--- src/rtl/seg7_scan_decoder.sv ---
// Recovers a 4-digit hex value by snooping a multiplexed, active-low 7-segment display bus.
// Ports: clk/rst (async high), seg[0:6] a..g, an[3:0] digit enables, sample_en strobe;
//        value/digit_err/valid hold the last frame, frame_done/stale/an_err are one-cycle pulses.
module seg7_scan_decoder #(
   parameter int unsigned MATCH_N = 2,
   parameter int unsigned TIMEOUT = 65535
) (
   input  logic        clk,
   input  logic        rst,
   input  logic [0:6]  seg,
   input  logic [3:0]  an,
   input  logic        sample_en,
   output logic [15:0] value,
   output logic [3:0]  digit_err,
   output logic        valid,
   output logic        frame_done,
   output logic        stale,
   output logic        an_err
);

   typedef enum logic {S_COLLECT, S_PUBLISH} state_e;

   localparam logic [3:0]  RUN_HIT   = 4'(MATCH_N);
   localparam logic [19:0] IDLE_LAST = 20'(TIMEOUT - 1);

   state_e      state_q, state_d;
   logic [3:0]  last_an_q, last_an_d;
   logic [0:6]  last_seg_q, last_seg_d;
   logic [3:0]  run_q, run_d;
   logic [15:0] stg_nib_q, stg_nib_d;
   logic [3:0]  stg_err_q, stg_err_d;
   logic [3:0]  mask_q, mask_d;
   logic [19:0] idle_q, idle_d;
   logic [15:0] value_q, value_d;
   logic [3:0]  derr_q, derr_d;
   logic        valid_q, valid_d;
   logic        fd_q, fd_d;
   logic        stale_q, stale_d;
   logic        anerr_q, anerr_d;

   logic [0:6]  pix;
   logic [3:0]  dec_nib;
   logic        dec_bad;
   logic [1:0]  dig;
   logic [3:0]  sel_n;
   logic        one_low, multi_low, qual, same, capture;

   assign pix       = ~seg;
   assign sel_n     = ~an;
   // x & (x-1) clears the lowest set bit: zero means at most one digit selected
   assign multi_low = (sel_n & (sel_n - 4'd1)) != 4'd0;
   assign one_low   = (sel_n != 4'd0) && !multi_low;
   assign qual      = sample_en && one_low;
   assign same      = (an == last_an_q) && (seg == last_seg_q);

   always_comb begin
      dec_nib = 4'h0;
      dec_bad = 1'b0;
      case (pix)
         7'b1111110: dec_nib = 4'h0;
         7'b0110000: dec_nib = 4'h1;
         7'b1101101: dec_nib = 4'h2;
         7'b1111001: dec_nib = 4'h3;
         7'b0110011: dec_nib = 4'h4;
         7'b1011011: dec_nib = 4'h5;
         7'b1011111: dec_nib = 4'h6;
         7'b1110000: dec_nib = 4'h7;
         7'b1111111: dec_nib = 4'h8;
         7'b1111011: dec_nib = 4'h9;
         7'b1110111: dec_nib = 4'hA;
         7'b0011111: dec_nib = 4'hB;
         7'b1001110: dec_nib = 4'hC;
         7'b0111101: dec_nib = 4'hD;
         7'b1001111: dec_nib = 4'hE;
         7'b1000111: dec_nib = 4'hF;
         default:    dec_bad = 1'b1;
      endcase
   end

   always_comb begin
      dig = 2'd0;
      case (an)
         4'b1110: dig = 2'd0;
         4'b1101: dig = 2'd1;
         4'b1011: dig = 2'd2;
         4'b0111: dig = 2'd3;
         default: dig = 2'd0;
      endcase
   end

   always_comb begin
      state_d    = state_q;
      last_an_d  = last_an_q;
      last_seg_d = last_seg_q;
      run_d      = run_q;
      stg_nib_d  = stg_nib_q;
      stg_err_d  = stg_err_q;
      mask_d     = mask_q;
      idle_d     = idle_q;
      value_d    = value_q;
      derr_d     = derr_q;
      valid_d    = valid_q;
      fd_d       = 1'b0;
      stale_d    = 1'b0;
      anerr_d    = sample_en && multi_low;
      capture    = 1'b0;

      if (qual) begin
         if (same) begin
            if (run_q != 4'hF) run_d = run_q + 4'd1;
         end else begin
            last_an_d  = an;
            last_seg_d = seg;
            run_d      = 4'd1;
         end
         // fire only on the sample that brings the run up to the threshold
         capture = (run_d == RUN_HIT) && (!same || run_d != run_q);
      end

      case (state_q)
         S_COLLECT: begin
            if (mask_q == 4'hF) begin
               state_d = S_PUBLISH;
               value_d = stg_nib_q;
               derr_d  = stg_err_q;
               valid_d = 1'b1;
               fd_d    = 1'b1;
               mask_d  = 4'h0;
            end
         end
         S_PUBLISH: state_d = S_COLLECT;
         default:   state_d = S_COLLECT;
      endcase

      // capture is applied after the publish clear so it counts toward the next frame
      if (capture) begin
         stg_nib_d[{dig, 2'b00} +: 4] = dec_nib;
         stg_err_d[dig] = dec_bad;
         mask_d[dig]    = 1'b1;
         idle_d         = 20'd0;
      end else if (idle_q == IDLE_LAST) begin
         stale_d = 1'b1;
         valid_d = 1'b0;
         mask_d  = 4'h0;
         idle_d  = 20'd0;
      end else begin
         idle_d = idle_q + 20'd1;
      end
   end

   always_ff @(posedge clk or posedge rst) begin
      if (rst) begin
         state_q    <= S_COLLECT;
         last_an_q  <= 4'h0;
         last_seg_q <= 7'h00;
         run_q      <= 4'd0;
         stg_nib_q  <= 16'h0000;
         stg_err_q  <= 4'h0;
         mask_q     <= 4'h0;
         idle_q     <= 20'd0;
         value_q    <= 16'h0000;
         derr_q     <= 4'h0;
         valid_q    <= 1'b0;
         fd_q       <= 1'b0;
         stale_q    <= 1'b0;
         anerr_q    <= 1'b0;
      end else begin
         state_q    <= state_d;
         last_an_q  <= last_an_d;
         last_seg_q <= last_seg_d;
         run_q      <= run_d;
         stg_nib_q  <= stg_nib_d;
         stg_err_q  <= stg_err_d;
         mask_q     <= mask_d;
         idle_q     <= idle_d;
         value_q    <= value_d;
         derr_q     <= derr_d;
         valid_q    <= valid_d;
         fd_q       <= fd_d;
         stale_q    <= stale_d;
         anerr_q    <= anerr_d;
      end
   end

   assign value      = value_q;
   assign digit_err  = derr_q;
   assign valid      = valid_q;
   assign frame_done = fd_q;
   assign stale      = stale_q;
   assign an_err     = anerr_q;

endmodule

--- config.mk ---
export PLATFORM = sky130hd
export DESIGN_NAME = seg7_scan_decoder
export DESIGN_NICKNAME = d
export VERILOG_FILES = /design/src/rtl/seg7_scan_decoder.sv
export SDC_FILE = /design/constraint.sdc
export NUM_CORES = 1
export LEC_CHECK = 0
export ABC_AREA = 0
export BUFFER_PORTS_ARGS = -buffer_cell sky130_fd_sc_hd__buf_4
export CAP_MARGIN = 20
export CORE_MARGIN = 3
export CORE_UTILIZATION = 60
export DETAILED_ROUTE_END_ITERATION = 6
export GPL_TIMING_DRIVEN = 0
export PLACE_DENSITY = 0.8
export SETUP_SLACK_MARGIN = 0.2
export SYNTH_ARGS = -nofsm -noshare
export SYNTH_HDL_FRONTEND = slang
export SYNTH_SLANG_ARGS = --single-unit
--- constraint.sdc ---
create_clock -name clk -period 2.5 [get_ports clk]
set_input_delay 0.125 -clock clk [delete_from_list [all_inputs] [get_ports clk]]
set_output_delay 0.125 -clock clk [all_outputs]
set_load 0.03 [all_outputs]
Yosys cells after proc, flatten, opt, wreduce, memory -nomap -nowiden. Index checks and enable logic that the tools add are counted.

Bits in registers: 84. Output and inout bits: 24.

Add/subtract/negate cells: 4. $lt $le $gt $ge: 2. Equality and inequality tests: 26. Shift operators: 2. Muxes and demuxes: 26. Bitwise operators: 6. Reduce and logical (&&, ||, !) cells: 14.

Operators with widths (number): equality test 7 bit, second input constant (12); case mux 4 bit (15 select lines) (1); 2-to-1 mux 20 bit (2); 2-to-1 mux 4 bit (7); equality test 7 x 6 -> 1 bit, second input constant (3); adder 20 x 1 -> 20 bit, second input constant (1); equality test 20 x 16 -> 1 bit, second input constant (1); bitwise mux 16 bit (1); OR reduction 16 bit (1); variable shift 4 x 6 -> 16 bit, first input constant (1); indexed part select 4 x 6 -> 16 bit (1); equality test 4 bit, second input constant (3); 2-to-1 mux 1 bit (11); nonzero test 4 bit (2); equality test 7 x 5 -> 1 bit, second input constant (1); equality test 7 bit (1); NOT 7 bit (1); logical AND 1 bit (6); negator 4 -> 6 bit (1); case mux 2 bit (3 select lines) (1); adder 4 x 1 -> 4 bit, second input constant (1); bitwise AND 4 bit (1); bitwise mux 4 bit (1); equality test 4 x 2 -> 1 bit, second input constant (1); other kinds (15) (18).

Depth between registers and ports, before layout.
Word-level depth: 13. Mapped depth: 8. Depth with buffers taken out: 7.

Worst setup path before layout. OpenSTA, ideal clock, no wires.

Path type: flip-flop to flip-flop. Start point: register run_q[0]. End point: register stg_nib_q[4]. Library setup time: 0.125 ns. Arrival: 1.794 ns. Data required time: 2.375 ns. Path slack: 0.581 ns. Cell stages (with the launch flop): 7. Path buffers: 0. Period minus slack after synthesis: 1.919 ns. Path through: dfrtp_1 -> ha_1 -> and3b_1 -> o21ai_1 -> nor2_4 -> nand4_1 -> mux2_2.

Longest elaborated chain between the ends: 8.

RTL lines: start, declared (line 29) `logic [3:0] run_q, run_d;`; start signal, assigned (line 171) `run_q <= run_d;`; adder 4 x 1 -> 4 bit or != test 4 bit (tied branches) (line 110) `if (run_q != 4'hF) run_d = run_q + 4'd1;`; 2-to-1 mux 4 bit (line 110); 2-to-1 mux 4 bit (line 109) `if (same) begin`; 2-to-1 mux 4 bit (line 108) `if (qual) begin`; != test 4 bit (line 117) `capture = (run_d == RUN_HIT) && (!same || run_d != run_q);`; logical OR 1 bit (line 117); logical AND 1 bit * (line 117); 2-to-1 mux 1 bit * (line 108); end signal, assigned (line 172) `stg_nib_q <= stg_nib_d;`; end, declared (line 30) `logic [15:0] stg_nib_q, stg_nib_d;`.

Every way passes the cells marked *; elsewhere a longest branch is shown, timed or not. The select of a mux whose other input is x is not followed. A chain may end at the register's enable or synchronous reset.

Worst setup path after layout.
Start point: register run_q[0]. End point: register stg_nib_q[7].

The elaborated chain is that of the path after synthesis.

==> impl_metrics.tcl <==
set metrics [dict create \
    status "finished clean" \
    cts.sinks 83 \
    synth_cell_type_count 65 \
    path_delay_family "simple AND/OR/NAND/NOR gates" \
    internal-power_mw 2.080 \
    syn_area_um2 4372 \
    rows 30 \
    cp-end-kind "register" \
    finalSetupViolCount 0 \
    initial_core_util_pct 62.95 \
    core_area_um2 6944 \
    cts_max_level 3 \
    fmax_ghz 0.4611 \
    worst_pin_slew_ns 0.6560 \
    hold_viol_final 0 \
    critical_path_class "reg2reg" \
    maxCapViolCount 0 \
    grt_overflow_total 0 \
    synth_top_area_share_pct 47.51 \
    pwr-share-clk_pct 34.5 \
    gp_congestion 0.8980 \
    cts_setup_buffers 0 \
    num_io_pins 38 \
    power_switching_mw 0.7708 \
    routed_wl_mm 8.411 \
    place_ws_ns 0.3767 \
    numCtsBuffers 9 \
    grt_max_degree 55 \
    drc 0 \
    synth.area.mux_share_pct 8.529 \
    layout_common_cells "83 x dfrtp_1, 74 x nand2_1, 34 x nor2_1, 30 x buf_4, 27 x xor2_1" \
    drive_above_1_share_pct 20.63 \
    portBuffers 29 \
    synth-seq-cells 83 \
    synth-adder-area-share_pct 3.091 \
    power_leakage_nw 2.425 \
    layout_setup_ws_ns 0.3312 \
    ir_drop_v 0.0004278 \
    synthCells 426 \
    critPathMaxStageDelay_ns 0.43 \
    syn_nets 450 \
    die_w_um 91.36 \
    nets 494 \
    layoutNonFillerInstCount 571 \
    grt_antenna_before_repair 0 \
    arrival_ns 2.41 \
    first_global_vias 3145 \
    synthSimpleGateAreaFrac_pct 23.15 \
    path_max_fanout 9 \
    die-height_um 91.36 \
    dr_total_vias 3209 \
    power_density_nw_per_um2 573.6 \
    drtPass1Iterations 4 \
    cp-start-kind "register" \
    vias_per_cell 5.620 \
    clk_pin_slew_worst_paths_ns 0.08 \
    synthToLayoutAreaGrowth_pct 13.71 \
    place_hpwl_mm 6.010 \
    p_comb_share_pct 12.5 \
    path_buf_inv 0 \
    crit_chain "ha_1 -> and3b_1 -> o21ai_1 -> nor2_4 -> nand4_1 -> mux2_2" \
    drt_iter0_markers 131 \
    avgSynthCellArea_um2 10.26 \
    synth_area_leaders "dfrtp_1 48%, nand2_1 6.4%, xor2_1 5.4%" \
    fin_crit_sh_pct 86.75 \
    worstHoldPathType "in2reg" \
    ant_nets 0 \
    fin_crit_ns 2.169 \
    cts_tree "built" \
    skew_ns 0.005310 \
    swShare_pct 27.03 \
    synth_edf_count 0 \
    grt_first_pass_wirelength_mm 14.95 \
    p_seq_share_pct 53.0 \
    maxSlewViolCount 0 \
    diodes 0 \
    final_common_cell "dfrtp_1" \
    dieArea_um2 8347 \
    ys_seq_area_share_pct 47.51 \
    wl_per_cell_um 14.73 \
    ys_warn_count 0 \
    async_flop_share_pct 100.0 \
    synthXorXnorAreaFrac_pct 6.812 \
    place_inst 552 \
    grt_use_total_pct 22.35 \
    max_slew_margin_pct 56.27 \
    yosysTopAreaCell "dfrtp_1" \
    rsz0062_at_grt "false" \
    root_buffer "clkbuf_8" \
    synth-compound-area-share_pct 6.697 \
    worst_ep_required_time_ns 2.75 \
    cts.path.max_buffers 2 \
    worstSkewPairLatency_ns 0.36 \
    slowest_stage "dfrtp_1" \
    synth_top_family_by_area "simple AND/OR/NAND/NOR gates" \
    synth-main-ff-cell "dfrtp_1" \
]
state kept, by name, summed over array words and instances (netlist names), 7 cells and up:
name        cells
idle_q         20
stg_nib_q      16
value          16
last_seg_q      7
final cells by class:
| type | count | area, um^2 |
|---|---|---|
| plain buffers | 26 | 146.4 |
| flip-flops and latches | 83 | 2077 |
| multi-input cells | 307 | 2111 |
| fillers | 527 | 1973 |
| inverters | 10 | 40.04 |
| well taps | 96 | 120.1 |
| clock buffers | 10 | 127.6 |
| repair buffers | 33 | 275.3 |
| clock inverters | 6 | 73.82 |
synthesized netlist by cell type, drive strengths merged (5+ instances only):
master and n:
dfrtp 83, nand2 74, nor2 35, mux2 28, xor2 27, a21oi 17, buf 17, nand3 14
nand4 12, ha 10, clkbuf 9, inv 9, o21ai 9, xnor2 7, and3 6, and4 6
nor4 6, nor3 5
metrics by stage:
step                      utilization (%)  cell area (um^2)  total power [mW]  hold WS, ns  setup TNS [ns]
after detailed placement            68.25              4740             1.887       0.1570               0
after global placement              67.82              4710             1.861       0.3559          -55.36
after global routing                71.59              4971             2.995      0.04170               0
final                               71.59              4971             2.851      0.05784               0
after CTS                           71.59              4971             2.871      0.03901               0
after floorplan                         -              4372             1.802       0.2352               0
what timing repair did:
| action | in CTS | in global routing |
|---|---|---|
| hold buffers | 3 | 0 |
| hold endpoints to repair | 30 | 0 |
| resized for setup | 0 | 0 |
worst register-to-register path: cells and delay by family (launching register included):
family          cells  cell delay, ns
mux                 1            0.37
flops               1            0.43
simple gates        3            0.58
fa+ha+maj           1            0.29
compound gates      1            0.41
power by group through the flow:
stage | registers, mW | clock network (mW) | logic [mW]
2_1_floorplan | 1.52 | 0 | 0.285
3_5_place_dp | 1.53 | 0 | 0.354
4_1_cts | 1.51 | 1.00 | 0.361
6_report | 1.51 | 0.984 | 0.356
5_1_grt | 1.52 | 1.07 | 0.404
3_3_place_gp | 1.53 | 0 | 0.335
metal layers:
layer	vias to the layer above	track usage, %	wire length (um)
met5	-	0	0
met2	88	36.91	4119
met1	1553	29.24	3757
met3	12	5.385	420
li1	1556	-	-
met4	0	6.784	113
kinds of logic (layout without fill, tap and decap cells):
group | count (synthesis) | after routing
multiplexers | 30 | 30
buffers and inverters | 36 | 85
AO/OA/AOI/OAI | 43 | 43
flip-flops | 83 | 83
AND/OR/NAND/NOR | 189 | 189
XOR/XNOR | 34 | 34
adder cells (fa/ha/maj) | 11 | 11
worst paths after layout:
| kind | from | end | slack, ns | cells past startpoint |
|---|---|---|---|---|
| max in group asynchronous | rst | stg_nib_q[7] | 1.59 | 4 |
| max | run_q[0] | stg_nib_q[7] | 0.33 | 6 |
| min reg2reg | stg_nib_q[7] | value[7] | 0.48 | 2 |
| min | an[0] | last_an_q[0] | 0.06 | 2 |
| max reg2reg | run_q[0] | stg_nib_q[7] | 0.33 | 6 |
| min in group asynchronous | rst | last_an_q[0] | 0.33 | 3 |
(Power assumes the default switching activity.)
